**src/rtl/stopwatch_pkg.sv**
```systemverilog
// Shared constants, state encoding and BCD time helpers for the stopwatch
// core and the six-digit display path.
package stopwatch_pkg;

  localparam int unsigned DEFAULT_DEBOUNCE_CYCLES = 1000000;  // 20 ms at 50 MHz
  localparam int unsigned DEFAULT_TICK_CYCLES     = 500000;   // 10 ms at 50 MHz

  localparam logic [3:0] UNITS_MAX = 4'd9;
  localparam logic [3:0] TENS_MAX  = 4'd5;

  typedef enum logic [1:0] {
    ST_IDLE  = 2'd0,
    ST_RUN   = 2'd1,
    ST_PAUSE = 2'd2
  } sw_state_t;

  // Field order matches the display word MM:SS:CC, most significant first.
  typedef struct packed {
    logic [3:0] min_tens;
    logic [3:0] min_units;
    logic [3:0] sec_tens;
    logic [3:0] sec_units;
    logic [3:0] cs_tens;
    logic [3:0] cs_units;
  } bcd_time_t;

  typedef struct packed {
    logic       carry;
    logic [3:0] digit;
  } digit_step_t;

  typedef struct packed {
    logic      wrap;
    bcd_time_t value;
  } time_step_t;

  // A digit at or above its limit rolls to zero, so an out-of-range digit
  // can never survive an increment.
  function automatic digit_step_t digit_inc(input logic [3:0] digit,
                                            input logic [3:0] limit,
                                            input logic       carry_in);
    digit_step_t r;
    r.carry = 1'b0;
    r.digit = digit;
    if (carry_in) begin
      if (digit >= limit) begin
        r.digit = 4'd0;
        r.carry = 1'b1;
      end else begin
        r.digit = digit + 4'd1;
      end
    end
    return r;
  endfunction

  function automatic time_step_t time_inc(input bcd_time_t t);
    time_step_t  r;
    digit_step_t s;
    s = digit_inc(t.cs_units,  UNITS_MAX, 1'b1);    r.value.cs_units  = s.digit;
    s = digit_inc(t.cs_tens,   UNITS_MAX, s.carry); r.value.cs_tens   = s.digit;
    s = digit_inc(t.sec_units, UNITS_MAX, s.carry); r.value.sec_units = s.digit;
    s = digit_inc(t.sec_tens,  TENS_MAX,  s.carry); r.value.sec_tens  = s.digit;
    s = digit_inc(t.min_units, UNITS_MAX, s.carry); r.value.min_units = s.digit;
    s = digit_inc(t.min_tens,  TENS_MAX,  s.carry); r.value.min_tens  = s.digit;
    r.wrap = s.carry;
    return r;
  endfunction

endpackage

```
**src/rtl/stopwatch_module_key_debounce.sv**
```systemverilog
// Raw push-key conditioning: 2-flop synchronizer, stable-level debouncer and
// a one-cycle pulse on each debounced press (1->0) edge.
module key_debounce
  import stopwatch_pkg::*;
#(
  parameter int unsigned DEBOUNCE_CYCLES = DEFAULT_DEBOUNCE_CYCLES
) (
  input  logic clk,
  input  logic rst_n,
  input  logic key_raw,
  output logic press
);

  localparam int unsigned CNT_W = (DEBOUNCE_CYCLES > 1) ? $clog2(DEBOUNCE_CYCLES) : 1;
  localparam logic [CNT_W-1:0] CNT_LAST = CNT_W'(DEBOUNCE_CYCLES - 1);

  logic [1:0]       sync_q;
  logic             key_sync;
  logic             level_q;
  logic [CNT_W-1:0] cnt_q;

  assign key_sync = sync_q[1];

  // NOTE: sequential state uses non-blocking (<=) so every flop samples the
  // pre-edge values of the others; blocking here would collapse the chain.
  always_ff @(posedge clk or negedge rst_n) begin
    if (!rst_n) begin
      sync_q <= 2'b11;
    end else begin
      sync_q <= {sync_q[0], key_raw};
    end
  end

  // A differing sample extends the run; any matching sample restarts it.
  always_ff @(posedge clk or negedge rst_n) begin
    if (!rst_n) begin
      level_q <= 1'b1;
      cnt_q   <= '0;
      press   <= 1'b0;
    end else begin
      press <= 1'b0;
      if (key_sync == level_q) begin
        cnt_q <= '0;
      end else if (cnt_q == CNT_LAST) begin
        level_q <= key_sync;
        cnt_q   <= '0;
        press   <= ~key_sync;
      end else begin
        cnt_q <= cnt_q + 1'b1;
      end
    end
  end

endmodule

```
**src/rtl/stopwatch_module.sv**
```systemverilog
// Stopwatch core: two conditioned keys drive an IDLE/RUN/PAUSE FSM that gates
// a hundredth-second prescaler feeding a registered MM:SS:CC BCD counter.
module stopwatch_module
  import stopwatch_pkg::*;
#(
  parameter int unsigned DEBOUNCE_CYCLES = DEFAULT_DEBOUNCE_CYCLES,
  parameter int unsigned TICK_CYCLES     = DEFAULT_TICK_CYCLES
) (
  input  logic        CLK,
  input  logic        RSTn,
  input  logic        Key_StartStop,
  input  logic        Key_Clear,
  output logic [23:0] Hex_SixNum,
  output logic        Running,
  output logic        Wrap_Pulse
);

  localparam int unsigned PRESC_W = (TICK_CYCLES > 1) ? $clog2(TICK_CYCLES) : 1;
  localparam logic [PRESC_W-1:0] PRESC_LAST = PRESC_W'(TICK_CYCLES - 1);

  logic               start_press;
  logic               clear_press;
  sw_state_t          state_q;
  sw_state_t          state_d;
  logic [PRESC_W-1:0] presc_q;
  logic               tick;
  bcd_time_t          hex_q;
  time_step_t         step;
  logic               wrap_q;

  key_debounce #(
    .DEBOUNCE_CYCLES(DEBOUNCE_CYCLES)
  ) u_key_start (
    .clk    (CLK),
    .rst_n  (RSTn),
    .key_raw(Key_StartStop),
    .press  (start_press)
  );

  key_debounce #(
    .DEBOUNCE_CYCLES(DEBOUNCE_CYCLES)
  ) u_key_clear (
    .clk    (CLK),
    .rst_n  (RSTn),
    .key_raw(Key_Clear),
    .press  (clear_press)
  );

  always_ff @(posedge CLK or negedge RSTn) begin
    if (!RSTn) begin
      state_q <= ST_IDLE;
    end else begin
      state_q <= state_d;
    end
  end

  // NOTE: state_d is defaulted before the case so every path assigns it and
  // no latch is inferred.
  always_comb begin
    state_d = state_q;
    unique case (state_q)
      ST_IDLE: begin
        if (clear_press)      state_d = ST_IDLE;
        else if (start_press) state_d = ST_RUN;
      end
      ST_RUN: begin
        // Clear is deliberately ignored while counting.
        if (start_press) state_d = ST_PAUSE;
      end
      ST_PAUSE: begin
        if (clear_press)      state_d = ST_IDLE;
        else if (start_press) state_d = ST_RUN;
      end
      default: state_d = ST_IDLE;
    endcase
  end

  assign tick = (state_q == ST_RUN) && (presc_q == PRESC_LAST);

  // Counting follows the registered state, so the stop cycle still counts.
  always_ff @(posedge CLK or negedge RSTn) begin
    if (!RSTn) begin
      presc_q <= '0;
    end else if (state_d == ST_IDLE) begin
      presc_q <= '0;
    end else if (state_q == ST_RUN) begin
      presc_q <= tick ? '0 : presc_q + 1'b1;
    end
  end

  assign step = time_inc(hex_q);

  always_ff @(posedge CLK or negedge RSTn) begin
    if (!RSTn) begin
      hex_q  <= '0;
      wrap_q <= 1'b0;
    end else begin
      wrap_q <= tick & step.wrap;
      if (state_d == ST_IDLE) begin
        hex_q <= '0;
      end else if (tick) begin
        hex_q <= step.value;
      end
    end
  end

  assign Hex_SixNum = hex_q;
  assign Running    = (state_q == ST_RUN);
  assign Wrap_Pulse = wrap_q;

endmodule

```
**config.mk**
```make
export PLATFORM = sky130hd
export DESIGN_NAME = stopwatch_module
export DESIGN_NICKNAME = d
export VERILOG_FILES = /design/src/rtl/stopwatch_pkg.sv /design/src/rtl/stopwatch_module_key_debounce.sv /design/src/rtl/stopwatch_module.sv
export SDC_FILE = /design/constraint.sdc
export NUM_CORES = 1
export LEC_CHECK = 0
export CAP_MARGIN = 5
export CORE_MARGIN = 2
export CORE_UTILIZATION = 64
export DETAILED_ROUTE_END_ITERATION = 10
export HOLD_SLACK_MARGIN = 0.02
export PLACE_DENSITY = 0.84
export SYNTH_ARGS = -nofsm -noshare
export SYNTH_HDL_FRONTEND = slang
export SYNTH_SLANG_ARGS = --single-unit
```
**constraint.sdc**
```tcl
create_clock -name CLK -period 3.6 [get_ports CLK]
set_clock_uncertainty 0.05 [all_clocks]
set_input_delay 0.54 -clock CLK [delete_from_list [all_inputs] [get_ports CLK]]
set_output_delay 0.54 -clock CLK [all_outputs]
set_load 0.005 [all_outputs]
```
==> impl_results.html <==
<table>
<tr><th>Metric</th><th>Value</th></tr>
<tr><th colspan="2">GRT</th></tr>
<tr><td>Met3 track utilization from global routing</td><td>4.03%</td></tr>
<tr><td>Global-route usage over all layers</td><td>26.3%</td></tr>
<tr><td>GR Util met2</td><td>43.0%</td></tr>
<tr><td>Global route hottest layer</td><td>met2</td></tr>
<tr><td>Maximum number of pins on one net before global-route repair</td><td>65</td></tr>
<tr><td>First-pass GRT wire length</td><td>17900 um</td></tr>
<tr><td>Initial antenna violation count</td><td>0</td></tr>
<tr><td>Met1 usage</td><td>35.9%</td></tr>
<tr><td>Total overflow reported by the global router</td><td>0</td></tr>
<tr><td>Via count of the first global-routing pass</td><td>3821</td></tr>
<tr><th colspan="2">Logic synthesis</th></tr>
<tr><td>Share of flip-flops with an asynchronous set or reset after synthesis</td><td>100%</td></tr>
<tr><td>Main area contributors after synthesis</td><td>sky130_fd_sc_hd__dfrtp_1 (45%), sky130_fd_sc_hd__xor2_1 (5.9%), sky130_fd_sc_hd__ha_1 (5.3%)</td></tr>
<tr><td>Area share of the largest cell type after synthesis</td><td>44.8%</td></tr>
<tr><td>Cell taking the most area after synthesis</td><td>sky130_fd_sc_hd__dfrtp_1</td></tr>
<tr><td>Count of flip-flops with a built-in enable after synthesis</td><td>0</td></tr>
<tr><td>Number of warnings reported in the yosys synthesis log</td><td>0</td></tr>
<tr><td>Top flip-flop cell by instance count after synthesis</td><td>sky130_fd_sc_hd__dfrtp_1</td></tr>
<tr><td>Synthesized cell area</td><td>4910 um2</td></tr>
<tr><td>Post-synthesis sequential element count</td><td>94</td></tr>
<tr><td>Cell count after synthesis</td><td>500</td></tr>
<tr><td>Count of distinct cell types in the synthesized netlist</td><td>55</td></tr>
<tr><td>Synth Net Count</td><td>525</td></tr>
<tr><td>Sequential cell area fraction in the yosys report</td><td>48.0%</td></tr>
<tr><td>Avg Cell Area, Syn</td><td>9.82 um2</td></tr>
<tr><th colspan="2">Worst setup path</th></tr>
<tr><td>Data required time of the worst path</td><td>3840 ps</td></tr>
<tr><td>Reg-to-reg endpoint</td><td>Hex_SixNum[23]</td></tr>
<tr><td>CP Class</td><td>flop to flop</td></tr>
<tr><td>Critical path peak fanout</td><td>9</td></tr>
<tr><td>Worst reg2reg path startpoint</td><td>Hex_SixNum[4]</td></tr>
<tr><td>Worst reg-to-reg path cell count</td><td>7</td></tr>
<tr><td>Type of destination of the critical path</td><td>flop</td></tr>
<tr><td>Worst-case register-to-register setup slack</td><td>1290 ps</td></tr>
<tr><td>Setup crit start kind</td><td>flop</td></tr>
<tr><td>Arrival time at the worst endpoint</td><td>2550 ps</td></tr>
<tr><th colspan="2">Clock network</th></tr>
<tr><td>CTS sink count</td><td>94</td></tr>
<tr><td>TritonCTS clock tree</td><td>done</td></tr>
<tr><td>Buffer count from post-CTS setup fixing</td><td>0</td></tr>
<tr><td>Clock root buffer</td><td>sky130_fd_sc_hd__clkbuf_8</td></tr>
<tr><td>Clk_lat worst skew</td><td>350 ps</td></tr>
<tr><td>Worst-path clk slew</td><td>100 ps</td></tr>
<tr><td>Buffer depth of the longest clock path</td><td>2</td></tr>
<tr><td>Post-cts resize count</td><td>0</td></tr>
<tr><td>Number of buffers inserted by hold repair at cts</td><td>0</td></tr>
<tr><td>Number of buffers added by the clock tree synthesis step</td><td>9</td></tr>
<tr><td>Htree depth</td><td>3</td></tr>
<tr><th colspan="2">Floorplanning</th></tr>
<tr><td>Die Wd</td><td>91.6 um</td></tr>
<tr><td>I/O pins</td><td>30</td></tr>
<tr><td>Initial core utilization</td><td>67.0%</td></tr>
<tr><td>Core Area</td><td>7330 um2</td></tr>
<tr><td>Die Ht</td><td>91.6 um</td></tr>
<tr><td>Placement Rows</td><td>31</td></tr>
<tr><td>Die Outline Area</td><td>8390 um2</td></tr>
<tr><th colspan="2">Routing</th></tr>
<tr><td>Via count</td><td>3838</td></tr>
<tr><td>Router iterations before antenna repair</td><td>5</td></tr>
<tr><td>Wirelength, routed</td><td>10100 um</td></tr>
<tr><td>Detail-routed via count per cell</td><td>6.04</td></tr>
<tr><td>Number of DRC violations after detailed-routing iteration 0</td><td>246</td></tr>
<tr><td>WL per Instance</td><td>16.0 um</td></tr>
<tr><td>Detailed-route DRC error count</td><td>0</td></tr>
<tr><td>Remaining antenna violation count after routing</td><td>0</td></tr>
<tr><th colspan="2">Timing</th></tr>
<tr><td>Final Slew Violations</td><td>0</td></tr>
<tr><td>RSZ-0062 raised after global routing</td><td>false</td></tr>
<tr><td>Setup TNS</td><td>0 ps</td></tr>
<tr><td>Hold violation count in the final report</td><td>0</td></tr>
<tr><td>Slew @ Worst Pin</td><td>798 ps</td></tr>
<tr><td>Final period utilization</td><td>64.2%</td></tr>
<tr><td>Post-Route Hold Slack</td><td>211 ps</td></tr>
<tr><td>Shortest period the worst path allows</td><td>2310 ps</td></tr>
<tr><td>Number of endpoints failing setup at the final stage</td><td>0</td></tr>
<tr><td>Relative slew margins</td><td>46.8%</td></tr>
<tr><td>Max frequency</td><td>433 MHz</td></tr>
<tr><th colspan="2">Placed design</th></tr>
<tr><td>Placed wire-length estimate after detailed placement</td><td>7080 um</td></tr>
<tr><td>Gpl congestion</td><td>0.885</td></tr>
<tr><td>Placed cell count</td><td>619</td></tr>
<tr><td>Port Buffer Count</td><td>29</td></tr>
<tr><th colspan="2">Finish</th></tr>
<tr><td>Nets</td><td>556</td></tr>
<tr><td>Fraction of layout cells with a size suffix above 1</td><td>9.33%</td></tr>
<tr><td>Utilization of the core after routing</td><td>75.9%</td></tr>
<tr><td>Layout overhead on the synthesized area</td><td>13.3%</td></tr>
<tr><td>Antenna Cells</td><td>0</td></tr>
<tr><td>Final std cells w/o fill</td><td>635</td></tr>
<tr><th colspan="2">Power</th></tr>
<tr><td>Total power of the final layout</td><td>2030 uW</td></tr>
<tr><td>Max rail drop VDD</td><td>0.000229 V</td></tr>
<tr><td>Cell Pwr Density</td><td>364 nW/um2</td></tr>
<tr><td>Reported leakage power</td><td>0.00231 uW</td></tr>
<tr><th colspan="2">Job</th></tr>
<tr><td>Total of max-cap violations</td><td>0</td></tr>
<tr><th colspan="2">Outcome</th></tr>
<tr><td>Status</td><td>completed</td></tr>
<tr><th colspan="2">Hold path</th></tr>
<tr><td>Min-delay worst type</td><td>input port to asynchronous set/reset pin</td></tr>
</table>
-- how the worst max path moves through the flow --
stage / start / end / slack (ps) / cells after the start
after detailed placement: Hex_SixNum[4] / Hex_SixNum[23] / 1320 / 7
after global placement: Hex_SixNum[4] / Hex_SixNum[23] / 1410 / 7
after global routing: Hex_SixNum[4] / Hex_SixNum[19] / 1070 / 7
final: Hex_SixNum[4] / Hex_SixNum[23] / 1290 / 7
after CTS: Hex_SixNum[4] / Hex_SixNum[23] / 1310 / 7
after floorplan: Hex_SixNum[4] / Hex_SixNum[23] / 1470 / 7
-- synthesized netlist by cell type, drive strengths merged (2+ instances only) --
library cell and instances:
or2 4, and4b 2, buf 4, o21ai 17
and3 14, dfrtp 88, nand2 36, a21oi 22
nand2b 6, or3 4, clkbuf 10, nor3 10
nor3b 3, and2 6, nand3 33, xnor2 20
a2111oi 2, inv 20, o311ai 2, nor2 68
ha 21, mux2 2, nor4 10, a41oi 2
or4 4, nand4b 2, xor2 33, and3b 2
and4 4, nand3b 2, dfstp 6, o31ai 6
nor4b 4, nand4 22
-- through the flow --
stage | instance area (um2) | worst slack [ps]
6_report | 5570 | 1290
5_1_grt | 5570 | 1070
4_1_cts | 5570 | 1310
3_5_place_dp | 5300 | 1320
3_3_place_gp | 5300 | 1410
2_1_floorplan | 4910 | 1470
-- worst max-delay path, cell delays in order (launching register included) --
cell                        delay [ps]
sky130_fd_sc_hd__dfrtp_1           450
sky130_fd_sc_hd__inv_1              80
sky130_fd_sc_hd__ha_1              190
sky130_fd_sc_hd__nor3b_1           170
sky130_fd_sc_hd__a2111oi_4         490
sky130_fd_sc_hd__nand3b_4          170
sky130_fd_sc_hd__or4_1             490
sky130_fd_sc_hd__a21oi_1           150
-- sequential cells by signal, summed over array words and instances, names as in the netlist --
register             cells
u_key_clear.level_q      1
presc_q                 19
u_key_start.level_q      1
u_key_start.sync_q       2
u_key_clear.cnt_q       20
state_q                  2
u_key_clear.sync_q       2
Hex_SixNum              24
u_key_start.cnt_q       20
Wrap_Pulse               1
u_key_clear.press        1
u_key_start.press        1
-- routing by layer --
metal,part of all wire [%],vias up
li1,-,1813
met1,45,1924
met2,50,91
met3,3.0,10
met4,1.4,0
met5,0,-
-- where the power goes --
group / switching (uW) / leakage, uW / internal (uW)
sequential: 7.17 / 0.00129 / 1060
clock: 376 / 0.000134 / 535
combinational: 31.8 / 0.000883 / 10.9
-- area by class of cell --
type | count | area, um2
sequential | 94 | 2360
fill | 490 | 1770
clock buffer | 9 | 124
multi-input combinational | 372 | 2410
clock inverter | 7 | 143
tap | 99 | 124
inverter | 20 | 75.1
timing repair buffer | 34 | 325
-- logic make-up (layout without fill, tap and decap cells) --
group	count (synthesis)	after routing	share of synthesized area, %
mux	2	2	0.458
simple gates	236	236	26.1
fa+ha+maj	21	21	5.35
buf+inv	34	70	2.80
xor+xnor	53	53	9.45
flops	94	94	48.0
compound gates	60	60	7.85
-- cells in the final DEF, fill, tap and decap left out, types with 20 or more instances in the layout --
cell type / n
sky130_fd_sc_hd__a21oi_1: 22
sky130_fd_sc_hd__clkdlybuf4s50_1: 28
sky130_fd_sc_hd__dfrtp_1: 88
sky130_fd_sc_hd__ha_1: 21
sky130_fd_sc_hd__inv_1: 20
sky130_fd_sc_hd__nand2_1: 35
sky130_fd_sc_hd__nand3_1: 33
sky130_fd_sc_hd__nand4_1: 21
sky130_fd_sc_hd__nor2_1: 67
sky130_fd_sc_hd__xnor2_1: 20
sky130_fd_sc_hd__xor2_1: 33
(Power assumes the default switching activity.)
